===== config.mk =====
export PLATFORM = sky130hd
export DESIGN_NAME = vga_timing_programmable_flat
export DESIGN_NICKNAME = d
export VERILOG_FILES = /design/src/rtl/vga_timing_programmable_if.sv /design/src/rtl/vga_timing_programmable.sv /design/src/flat_wrapper.sv
export SDC_FILE = /design/constraint.sdc
export NUM_CORES = 1
export LEC_CHECK = 0
export ABC_AREA = 0
export BUFFER_PORTS_ARGS = -buffer_cell sky130_fd_sc_hd__buf_2
export CAP_MARGIN = 10
export CORE_MARGIN = 8
export CORE_UTILIZATION = 50
export CTS_CLUSTER_SIZE = 40
export DETAILED_ROUTE_END_ITERATION = 12
export PLACE_DENSITY = 0.78
export REMOVE_ABC_BUFFERS = 1
export SYNTH_ARGS = -nofsm -noshare
export SYNTH_HDL_FRONTEND = slang
export SYNTH_SLANG_ARGS = --single-unit

===== constraint.sdc =====
create_clock -name clk -period 5.5 [get_ports clk]
set_input_delay 0.275 -clock clk [delete_from_list [all_inputs] [get_ports clk]]
set_output_delay 0.275 -clock clk [all_outputs]
set_load 0.01 [all_outputs]

===== src/rtl/vga_timing_programmable_if.sv =====
// Configuration channel for the programmable VGA timing generator.
// Latency: none, plain wires grouped for the valid/ready config offer.
// Backpressure: the slave drives cfg_ready; cfg_err reports a rejected offer.
interface vga_timing_programmable_if #(
  parameter int H_W   = 12,
  parameter int V_W   = 11,
  parameter int DIV_W = 8
);
  logic             cfg_valid;
  logic             cfg_ready;
  logic             cfg_err;
  logic [H_W-1:0]   cfg_h_act, cfg_h_fp, cfg_h_sync, cfg_h_bp;
  logic [V_W-1:0]   cfg_v_act, cfg_v_fp, cfg_v_sync, cfg_v_bp;
  logic [DIV_W-1:0] cfg_div;
  logic             cfg_hpol, cfg_vpol;

  modport master (
    output cfg_valid, cfg_h_act, cfg_h_fp, cfg_h_sync, cfg_h_bp,
           cfg_v_act, cfg_v_fp, cfg_v_sync, cfg_v_bp, cfg_div, cfg_hpol, cfg_vpol,
    input  cfg_ready, cfg_err
  );

  modport slave (
    input  cfg_valid, cfg_h_act, cfg_h_fp, cfg_h_sync, cfg_h_bp,
           cfg_v_act, cfg_v_fp, cfg_v_sync, cfg_v_bp, cfg_div, cfg_hpol, cfg_vpol,
    output cfg_ready, cfg_err
  );
endinterface


===== src/rtl/vga_timing_programmable.sv =====
// Programmable VGA timing generator with a shadowed config applied at frame end.
// Latency: all video outputs decode combinationally from the current position.
// Backpressure: cfg_ready drops while a config is pending and returns after it applies.
module vga_timing_programmable #(
  parameter int H_W       = 12,
  parameter int V_W       = 11,
  parameter int DIV_W     = 8,
  parameter int DEF_H_ACT = 640,
  parameter int DEF_H_FP  = 16,
  parameter int DEF_H_SYNC = 96,
  parameter int DEF_H_BP  = 48,
  parameter int DEF_V_ACT = 480,
  parameter int DEF_V_FP  = 10,
  parameter int DEF_V_SYNC = 2,
  parameter int DEF_V_BP  = 33,
  parameter int DEF_DIV   = 1
) (
  input  logic                        clk,
  input  logic                        reset,
  vga_timing_programmable_if.slave    cfg,
  output logic                        pixel_tick,
  output logic                        h_sync,
  output logic                        v_sync,
  output logic                        de,
  output logic                        line_start,
  output logic                        frame_start,
  output logic [H_W-1:0]              h_pixel,
  output logic [V_W-1:0]              v_pixel
);
  localparam int HT_W = H_W + 2;
  localparam int VT_W = V_W + 2;
  // Largest legal totals: the position counters can reach 2^W - 1.
  localparam logic [HT_W-1:0] H_LIM = {2'b01, {H_W{1'b0}}};
  localparam logic [VT_W-1:0] V_LIM = {2'b01, {V_W{1'b0}}};

  typedef struct packed {
    logic [H_W-1:0]   h_act, h_fp, h_sync, h_bp;
    logic [V_W-1:0]   v_act, v_fp, v_sync, v_bp;
    logic [DIV_W-1:0] div;
    logic             hpol, vpol;
  } cfg_t;

  localparam cfg_t DEF_CFG = '{
    h_act: H_W'(DEF_H_ACT), h_fp: H_W'(DEF_H_FP), h_sync: H_W'(DEF_H_SYNC), h_bp: H_W'(DEF_H_BP),
    v_act: V_W'(DEF_V_ACT), v_fp: V_W'(DEF_V_FP), v_sync: V_W'(DEF_V_SYNC), v_bp: V_W'(DEF_V_BP),
    div: DIV_W'(DEF_DIV), hpol: 1'b0, vpol: 1'b0
  };

  function automatic logic [HT_W-1:0] h_total_of(cfg_t c);
    return HT_W'(c.h_act) + HT_W'(c.h_fp) + HT_W'(c.h_sync) + HT_W'(c.h_bp);
  endfunction

  function automatic logic [VT_W-1:0] v_total_of(cfg_t c);
    return VT_W'(c.v_act) + VT_W'(c.v_fp) + VT_W'(c.v_sync) + VT_W'(c.v_bp);
  endfunction

  cfg_t             act_q, act_d, pend_q, pend_d, offer;
  logic             pend_vld_q, pend_vld_d, err_q, err_d;
  logic [DIV_W-1:0] div_q, div_d;
  logic [H_W-1:0]   h_pos_q, h_pos_d;
  logic [V_W-1:0]   v_pos_q, v_pos_d;

  logic [HT_W-1:0]  h_total, h_sync_beg, h_sync_end, h_pos_x;
  logic [VT_W-1:0]  v_total, v_sync_beg, v_sync_end, v_pos_x;
  logic             tick_raw, h_wrap, v_wrap, apply, offer_ok;
  logic             h_in_act, v_in_act, h_in_sync, v_in_sync;

  assign offer = '{
    h_act: cfg.cfg_h_act, h_fp: cfg.cfg_h_fp, h_sync: cfg.cfg_h_sync, h_bp: cfg.cfg_h_bp,
    v_act: cfg.cfg_v_act, v_fp: cfg.cfg_v_fp, v_sync: cfg.cfg_v_sync, v_bp: cfg.cfg_v_bp,
    div: cfg.cfg_div, hpol: cfg.cfg_hpol, vpol: cfg.cfg_vpol
  };

  assign offer_ok = (|offer.h_act) && (|offer.v_act) && (|offer.h_sync) && (|offer.v_sync) &&
                    (h_total_of(offer) <= H_LIM) && (v_total_of(offer) <= V_LIM);

  // Divider 0 and 1 both mean one pixel per clk.
  assign tick_raw = (act_q.div <= DIV_W'(1)) || (div_q == act_q.div - DIV_W'(1));

  assign h_total    = h_total_of(act_q);
  assign v_total    = v_total_of(act_q);
  assign h_pos_x    = {2'b00, h_pos_q};
  assign v_pos_x    = {2'b00, v_pos_q};
  assign h_wrap     = (h_pos_x == h_total - HT_W'(1));
  assign v_wrap     = (v_pos_x == v_total - VT_W'(1));
  assign apply      = tick_raw && h_wrap && v_wrap && pend_vld_q;

  assign h_sync_beg = HT_W'(act_q.h_act) + HT_W'(act_q.h_fp);
  assign h_sync_end = h_sync_beg + HT_W'(act_q.h_sync);
  assign v_sync_beg = VT_W'(act_q.v_act) + VT_W'(act_q.v_fp);
  assign v_sync_end = v_sync_beg + VT_W'(act_q.v_sync);
  assign h_in_act   = (h_pos_q < act_q.h_act);
  assign v_in_act   = (v_pos_q < act_q.v_act);
  assign h_in_sync  = (h_pos_x >= h_sync_beg) && (h_pos_x < h_sync_end);
  assign v_in_sync  = (v_pos_x >= v_sync_beg) && (v_pos_x < v_sync_end);

  // Next state: divider, raster position, config handshake and frame-aligned apply.
  always_comb begin
    act_d      = act_q;
    pend_d     = pend_q;
    pend_vld_d = pend_vld_q;
    err_d      = 1'b0;
    div_d      = tick_raw ? '0 : div_q + DIV_W'(1);
    h_pos_d    = h_pos_q;
    v_pos_d    = v_pos_q;
    if (tick_raw) begin
      if (h_wrap) begin
        h_pos_d = '0;
        v_pos_d = v_wrap ? '0 : v_pos_q + V_W'(1);
      end else begin
        h_pos_d = h_pos_q + H_W'(1);
      end
    end
    // Offers are only looked at while nothing is pending, so accept and apply never coincide.
    if (cfg.cfg_valid && !pend_vld_q) begin
      if (offer_ok) begin
        pend_d     = offer;
        pend_vld_d = 1'b1;
      end else begin
        err_d = 1'b1;
      end
    end
    if (apply) begin
      act_d      = pend_q;
      pend_vld_d = 1'b0;
      div_d      = '0;
    end
  end

  // Synchronous active-low reset restores default timing and discards any pending config.
  always_ff @(posedge clk) begin
    if (!reset) begin
      act_q      <= DEF_CFG;
      pend_q     <= '0;
      pend_vld_q <= 1'b0;
      err_q      <= 1'b0;
      div_q      <= '0;
      h_pos_q    <= '0;
      v_pos_q    <= '0;
    end else begin
      act_q      <= act_d;
      pend_q     <= pend_d;
      pend_vld_q <= pend_vld_d;
      err_q      <= err_d;
      div_q      <= div_d;
      h_pos_q    <= h_pos_d;
      v_pos_q    <= v_pos_d;
    end
  end

  assign cfg.cfg_ready = ~pend_vld_q;
  assign cfg.cfg_err   = err_q;

  // While reset is held the outputs sit at an idle, blank-free level.
  assign pixel_tick  = reset & tick_raw;
  assign line_start  = pixel_tick && (h_pos_q == '0);
  assign frame_start = line_start && (v_pos_q == '0);
  assign h_sync      = reset ? (h_in_sync ? act_q.hpol : ~act_q.hpol) : 1'b1;
  assign v_sync      = reset ? (v_in_sync ? act_q.vpol : ~act_q.vpol) : 1'b1;
  assign de          = reset ? (h_in_act && v_in_act) : 1'b1;
  assign h_pixel     = (reset && h_in_act) ? h_pos_q : '0;
  assign v_pixel     = (reset && v_in_act) ? v_pos_q : '0;
endmodule


===== src/flat_wrapper.sv =====
// flat-port wrapper written by rule: the top's interface ports become plain ports
module vga_timing_programmable_flat 
#(
  parameter int H_W       = 12,
  parameter int V_W       = 11,
  parameter int DIV_W     = 8,
  parameter int DEF_H_ACT = 640,
  parameter int DEF_H_FP  = 16,
  parameter int DEF_H_SYNC = 96,
  parameter int DEF_H_BP  = 48,
  parameter int DEF_V_ACT = 480,
  parameter int DEF_V_FP  = 10,
  parameter int DEF_V_SYNC = 2,
  parameter int DEF_V_BP  = 33,
  parameter int DEF_DIV   = 1
)
  (clk, reset, pixel_tick, h_sync, v_sync, de, line_start, frame_start, h_pixel, v_pixel, cfg_cfg_valid, cfg_cfg_h_act, cfg_cfg_h_fp, cfg_cfg_h_sync, cfg_cfg_h_bp, cfg_cfg_v_act, cfg_cfg_v_fp, cfg_cfg_v_sync, cfg_cfg_v_bp, cfg_cfg_div, cfg_cfg_hpol, cfg_cfg_vpol, cfg_cfg_ready, cfg_cfg_err);
  vga_timing_programmable_if #(.H_W(H_W), .V_W(V_W), .DIV_W(DIV_W)) cfg_i ();
  input  logic clk;
  input  logic reset;
  output logic pixel_tick;
  output logic h_sync;
  output logic v_sync;
  output logic de;
  output logic line_start;
  output logic frame_start;
  output logic [H_W-1:0] h_pixel;
  output logic [V_W-1:0] v_pixel;
  input wire logic [$bits(cfg_i.cfg_valid)-1:0] cfg_cfg_valid;
  input wire logic [$bits(cfg_i.cfg_h_act)-1:0] cfg_cfg_h_act;
  input wire logic [$bits(cfg_i.cfg_h_fp)-1:0] cfg_cfg_h_fp;
  input wire logic [$bits(cfg_i.cfg_h_sync)-1:0] cfg_cfg_h_sync;
  input wire logic [$bits(cfg_i.cfg_h_bp)-1:0] cfg_cfg_h_bp;
  input wire logic [$bits(cfg_i.cfg_v_act)-1:0] cfg_cfg_v_act;
  input wire logic [$bits(cfg_i.cfg_v_fp)-1:0] cfg_cfg_v_fp;
  input wire logic [$bits(cfg_i.cfg_v_sync)-1:0] cfg_cfg_v_sync;
  input wire logic [$bits(cfg_i.cfg_v_bp)-1:0] cfg_cfg_v_bp;
  input wire logic [$bits(cfg_i.cfg_div)-1:0] cfg_cfg_div;
  input wire logic [$bits(cfg_i.cfg_hpol)-1:0] cfg_cfg_hpol;
  input wire logic [$bits(cfg_i.cfg_vpol)-1:0] cfg_cfg_vpol;
  output wire logic [$bits(cfg_i.cfg_ready)-1:0] cfg_cfg_ready;
  output wire logic [$bits(cfg_i.cfg_err)-1:0] cfg_cfg_err;
  assign cfg_i.cfg_valid = cfg_cfg_valid;
  assign cfg_i.cfg_h_act = cfg_cfg_h_act;
  assign cfg_i.cfg_h_fp = cfg_cfg_h_fp;
  assign cfg_i.cfg_h_sync = cfg_cfg_h_sync;
  assign cfg_i.cfg_h_bp = cfg_cfg_h_bp;
  assign cfg_i.cfg_v_act = cfg_cfg_v_act;
  assign cfg_i.cfg_v_fp = cfg_cfg_v_fp;
  assign cfg_i.cfg_v_sync = cfg_cfg_v_sync;
  assign cfg_i.cfg_v_bp = cfg_cfg_v_bp;
  assign cfg_i.cfg_div = cfg_cfg_div;
  assign cfg_i.cfg_hpol = cfg_cfg_hpol;
  assign cfg_i.cfg_vpol = cfg_cfg_vpol;
  assign cfg_cfg_ready = cfg_i.cfg_ready;
  assign cfg_cfg_err = cfg_i.cfg_err;
  vga_timing_programmable #(.H_W(H_W), .V_W(V_W), .DIV_W(DIV_W), .DEF_H_ACT(DEF_H_ACT), .DEF_H_FP(DEF_H_FP), .DEF_H_SYNC(DEF_H_SYNC), .DEF_H_BP(DEF_H_BP), .DEF_V_ACT(DEF_V_ACT), .DEF_V_FP(DEF_V_FP), .DEF_V_SYNC(DEF_V_SYNC), .DEF_V_BP(DEF_V_BP), .DEF_DIV(DEF_DIV)) u_core (.clk(clk), .reset(reset), .cfg(cfg_i), .pixel_tick(pixel_tick), .h_sync(h_sync), .v_sync(v_sync), .de(de), .line_start(line_start), .frame_start(frame_start), .h_pixel(h_pixel), .v_pixel(v_pixel));
endmodule

==> After elaboration in Yosys (flattened, before gate mapping) <==
Index checks and enable logic that the tools add are counted.
{ "word_totals": {"elab_cells": 101, "inputBits": 105, "output_inout_bits": 31, "regBits": 237} }
{ "op_classes": {"mux": 10, "n_addsub": 18, "bitwise_logic": 5, "n_lt_le_gt_ge": 9, "reduce_logical": 29, "eq_ne": 3} }
{ "ops": {"columns": ["cell", "count"], "rows": [
  ["$add A14 B12 Y14", 4],
  ["$add A13 B11 Y13", 4],
  ["$add A12 B12 Y13", 2],
  ["$add A11 B11 Y12", 2],
  ["$mux W12", 2],
  ["$reduce_or A12 Y1", 2],
  ["$mux W11", 2],
  ["$reduce_or A11 Y1", 2],
  ["$logic_and A1 B1 Y1", 16],
  ["$eq A12 B14 Y1", 1],
  ["$ge A12 B14 Y1", 1],
  ["$le A14 B13 Y1 const B", 1],
  ["$lt A12 B14 Y1", 1],
  ["$sub A14 B1 Y14 const B", 1],
  ["$eq A11 B13 Y1", 1],
  ["$ge A11 B13 Y1", 1],
  ["$le A13 B12 Y1 const B", 1],
  ["$lt A11 B13 Y1", 1],
  ["$sub A13 B1 Y13 const B", 1],
  ["$add A12 B1 Y12 const B", 1],
  ["$logic_not A12 Y1", 1],
  ["$lt A12 B12 Y1", 1],
  ["$add A11 B1 Y11 const B", 1],
  ["$logic_not A11 Y1", 1],
  ["13 further kinds", 23]
]} }

==> Logic depth before layout (Yosys ltp) <==
{ "depth": {"ltp_word": 9, "depth_mapped": 32, "depth_no_buf": 28} }

==> Worst setup path before layout <==
No wires, ideal clock.
{ "synth_timing": {"kind": "register to register", "startpoint": "register u_core.act_q[32] (netlist name)", "endpoint": "register u_core.act_q[21] (netlist name)", "path_buffers": 4, "t_arrival_ns": 5.928, "slack_ns": -0.556, "required_ns": 5.372, "period_less_slack_ns": 6.056, "path_stages_with_launch": 32, "path_cell_list": "dfxtp_1 -> ha_1 -> fa_1 -> a21o_1 -> a21oi_1 -> o21bai_1 -> a21oi_1 -> o21bai_1 -> a21oi_1 -> o21bai_1 -> a21oi_1 -> xnor2_1 -> ha_1 -> nand3_1 -> nand2_1 -> a211oi_1 -> o31ai_1 -> ha_1 -> inv_1 -> ha_1 -> clkbuf_1 -> nand2_1 -> a221o_1 -> a211oi_1 -> nand4_1 -> a311o_1 -> or3b_1 -> buf_2 -> buf_2 -> buf_2 -> nand3_1 -> o21ai_1"} }
{ "synth_between": {"elab_chain_len": 7} }
{ "synth_lines": {"columns": ["element", "line_no", "rtl"], "rows": [
  ["start, declared", "vga_timing_programmable.sv:57", "cfg_t act_q, act_d, pend_q, pend_d, offer;"],
  ["start signal, assigned", "vga_timing_programmable.sv:141", "act_q <= act_d;"],
  ["$add A11 B11 Y12", "vga_timing_programmable.sv:54", "return VT_W'(c.v_act) + VT_W'(c.v_fp) + VT_W'(c.v_sync) + VT_W'(c.v_bp);"],
  ["$add A13 B11 Y13 (2 in a row)", "vga_timing_programmable.sv:54", null],
  ["$sub A13 B1 Y13", "vga_timing_programmable.sv:85", "assign v_wrap = (v_pos_x == v_total - VT_W'(1));"],
  ["$eq A11 B13 Y1", "vga_timing_programmable.sv:85", null],
  ["$logic_and A1 B1 Y1 (2 in a row)", "vga_timing_programmable.sv:86", "assign apply = tick_raw && h_wrap && v_wrap && pend_vld_q;"]
]} }
No other way between the ends.
A chain may end at the register's enable or synchronous reset.

==> Worst setup path in the final report <==
{ "layout_timing": {"startpoint": "register u_core.act_q[44] (netlist name)", "endpoint": "register u_core.act_q[96] (netlist name)"} }
Same word-level chain as after synthesis.

==> key figures <==
Status
  – Status: complete, but fails checks
  – Failing checks: setup timing

Cells and area
  – Share of cells above drive strength 1: 22.7%
  – Most frequent cells in the layout: 268 x nand2_1, 247 x inv_1, 230 x dfxtp_1, 195 x ha_1, 157 x buf_4
  – Design area: 22100 µm²
  – Final net count: about 2800
  – Final instance count without filler cells: 2878
  – Synth-to-Final Area Change: 28.3%
  – Filler cells: 2470
  – Ant. Diodes: 0
  – Commonest non-fill, non-tap cell in the layout: nand2_1

GRT
  – Initial antenna violation count: 0
  – GRT overflow: 0
  – Total GRT Usage: around a quarter
  – Vias in the first global route: 16458
  – Pin count of the biggest net entering global routing: roughly 200
  – First-pass GRT wire length: 83100 µm

Floorplan
  – Die Span Y: 202 µm
  – Core area: 34300 µm²
  – Starting Density: around 50%
  – Die area: 40700 µm²
  – Die Wd: 202 µm
  – I/O Pins: 136
  – Row Count: a little under 70

Logic synthesis
  – Top post-synthesis cells by area: dfxtp_1 28%, ha_1 15%, mux2i_1 7.2%
  – Mapped Cells: 2108
  – Post-synth EDFFs: 0
  – Post-synth top flop: dfxtp_1
  – Post-synth cell types: 71
  – Post-synthesis sequential area ratio: 27.5%
  – Post-synth top area share: 27.5%
  – Yosys top cell by area: dfxtp_1
  – Mapped Area: roughly 17000 µm²
  – Ys Warns: 0
  – Mean area per synthesized cell: 8.18 µm²
  – Async set-or-reset flop fraction in the synthesized netlist: 0%
  – Seq cells post-synth: between 200 and 250

Critical path
  – Slowest stage cell, crit path: or3b_4
  – Worst path arrival time: between 6000 and 7000 ps
  – Worst reg2reg path depth: 29
  – Crit-path max FO: 8
  – CP required: a little under 6000 ps
  – CP Capture Type: register
  – Crit path launch type: register
  – WS Path Type: register to register
  – Critical path depth: 29
  – Slowest stage delay, CP: 430 ps
  – Worst Path Buf+Inv: 6
  – Family with the most delay on the worst path: compound AO/OA/AOI/OAI gates

Worst hold path
  – HP Class: input pin to register
  – Hold path depth: 3

Route
  – Routed via count: around 17000
  – DRT Pass-1 Iters: 6
  – Drt drc: 0
  – Detail Route Antenna Nets: 0
  – Post-detailed-route wirelength per cell: 20.2 µm
  – 1st-iter DRT viols: approximately 1500
  – DR vias/cell: roughly 6
  – DRT Wirelength: approximately 58000 µm

Timing
  – Period Utilization, post-route: 114%
  – RSZ-0062 raised after global routing: true
  – Worst-margin pin slew: 848 ps
  – Final period demand of the worst path: approximately 6300 ps
  – Hold Vio Cnt, Final: 0
  – Final slew viol count: 0
  – Slew headroom: 43.1%
  – Final Setup Violations: around 130
  – Worst Skew: approximately 24 ps
  – Min setup slack post-route: -788 ps
  – Worst hold slack: 6.07 ps
  – Max frequency: ~160 MHz

Clock network
  – CTS tree: done
  – CTS max path bufs: 3
  – Root Driver: clkbuf_16
  – Clk_lat worst skew: about 540 ps
  – Clock sink total: 237
  – # H-tree levels: 1
  – Num CTS Buffers: 25
  – Reg clk slew, reported paths: roughly 70 ps

Power and ir drop
  – PwrDens: around 220 nW/µm²
  – Worst VDD drop: 0.208 mV
  – Leakage power: 10.9 nW
  – Final Power: a little under 5 mW

Place
  – Placed cells: 2755
  – Hpwl dp: 36000 µm
  – Setup WS pre-CTS: -811 ps
  – Post-place instance area: 19300 µm²
  – Port Buf Inserts: 135
  – GP Congestion: 0.907

Job
  – Total of max-cap violations: 0
-- layer usage --
| layer | global-route usage (%) | wire length (µm) |
|---|---|---|
| met1 | 30.6 | 22900 |
| met2 | 41.6 | 27500 |
| met3 | 3.59 | 4700 |
| met4 | 10.1 | 3150 |
| met5 | 0 | 0 |
-- through the flow --
step           setup TNS [ps]  utilization [%]
2_1_floorplan         -681310                -
3_3_place_gp           -66480             56.3
3_5_place_dp           -91970             56.3
4_1_cts                -26380             61.7
5_1_grt               -101540             64.5
6_report               -73140             64.5
-- flip-flops by register name (all words and copies together) (netlist names) --
register and count:
u_core.v_pos_q 11, u_core.h_pos_q 12, u_core.pend_q 102, u_core.act_q 102, u_core.pend_vld_q 1, u_core.div_q 8
u_core.cfg.cfg_err 1
-- path summary, 6_finish.rpt --
check	slack, ps	end	start
max reg2reg	-790	u_core.act_q[96]	u_core.act_q[44]
min reg2reg	460	u_core.act_q[3]	u_core.pend_q[3]
min	6	u_core.pend_q[8]	cfg_cfg_div[6]
max	-790	u_core.act_q[96]	u_core.act_q[44]
-- tightest hold or removal path, stage by stage --
cell and delay, ps:
buf_2 100, nand2_1 50, mux2i_1 60
-- cell type report --
cell class              count  area (µm²)  area share [%]
clock inverters             6        68.8           0.311
inverters                 249         935            4.23
repair buffers            351        2910            13.2
well taps                 455         569            2.57
flip-flops and latches    237        4750            21.5
multi-input cells        1544       12200            55.1
clock buffers              36         697            3.15
-- kinds of logic after synthesis --
kind of cell / share of synthesized area [%]
AND/OR/NAND/NOR: 17.9
buffers and inverters: 7.29
adder cells (fa/ha/maj): 19.1
flip-flops: 27.5
XOR/XNOR: 6.74
multiplexers: 7.26
AO/OA/AOI/OAI: 14.2
-- cells in the mapped netlist, drive strengths merged, types with 7 or more instances --
library cell / count
nand4: 15
mux2i: 124
o21a: 14
a21oi: 83
nand2: 273
xor2: 54
nor2b: 10
nor4: 25
a21o: 41
or2: 11
ha: 210
nor3: 33
nor2: 75
a31oi: 7
fa: 33
o2111ai: 11
nand3: 116
o21bai: 17
xnor2: 76
dfxtp: 237
o21ai: 137
clkbuf: 43
o31ai: 7
and3: 18
a211oi: 26
nand2b: 22
inv: 249
buf: 36
and2: 30
-- timing repair --
action | in CTS | in global routing
gates resized for setup | 90 | 137
gates cloned | 12 | 11
pin swaps | 46 | 79
endpoints found under the setup margin | 128 | 230
hold endpoints to repair | 17 | 0
hold buffers | 17 | 0
buffers inserted | 31 | 17
-- power breakdown --
part	internal (mW)	switching [mW]	total (mW)
Combinational	0.598	0.782	1.38
Clock	0.926	0.716	1.64
Sequential	1.84	0.0565	1.90
(Power assumes the default switching activity.)
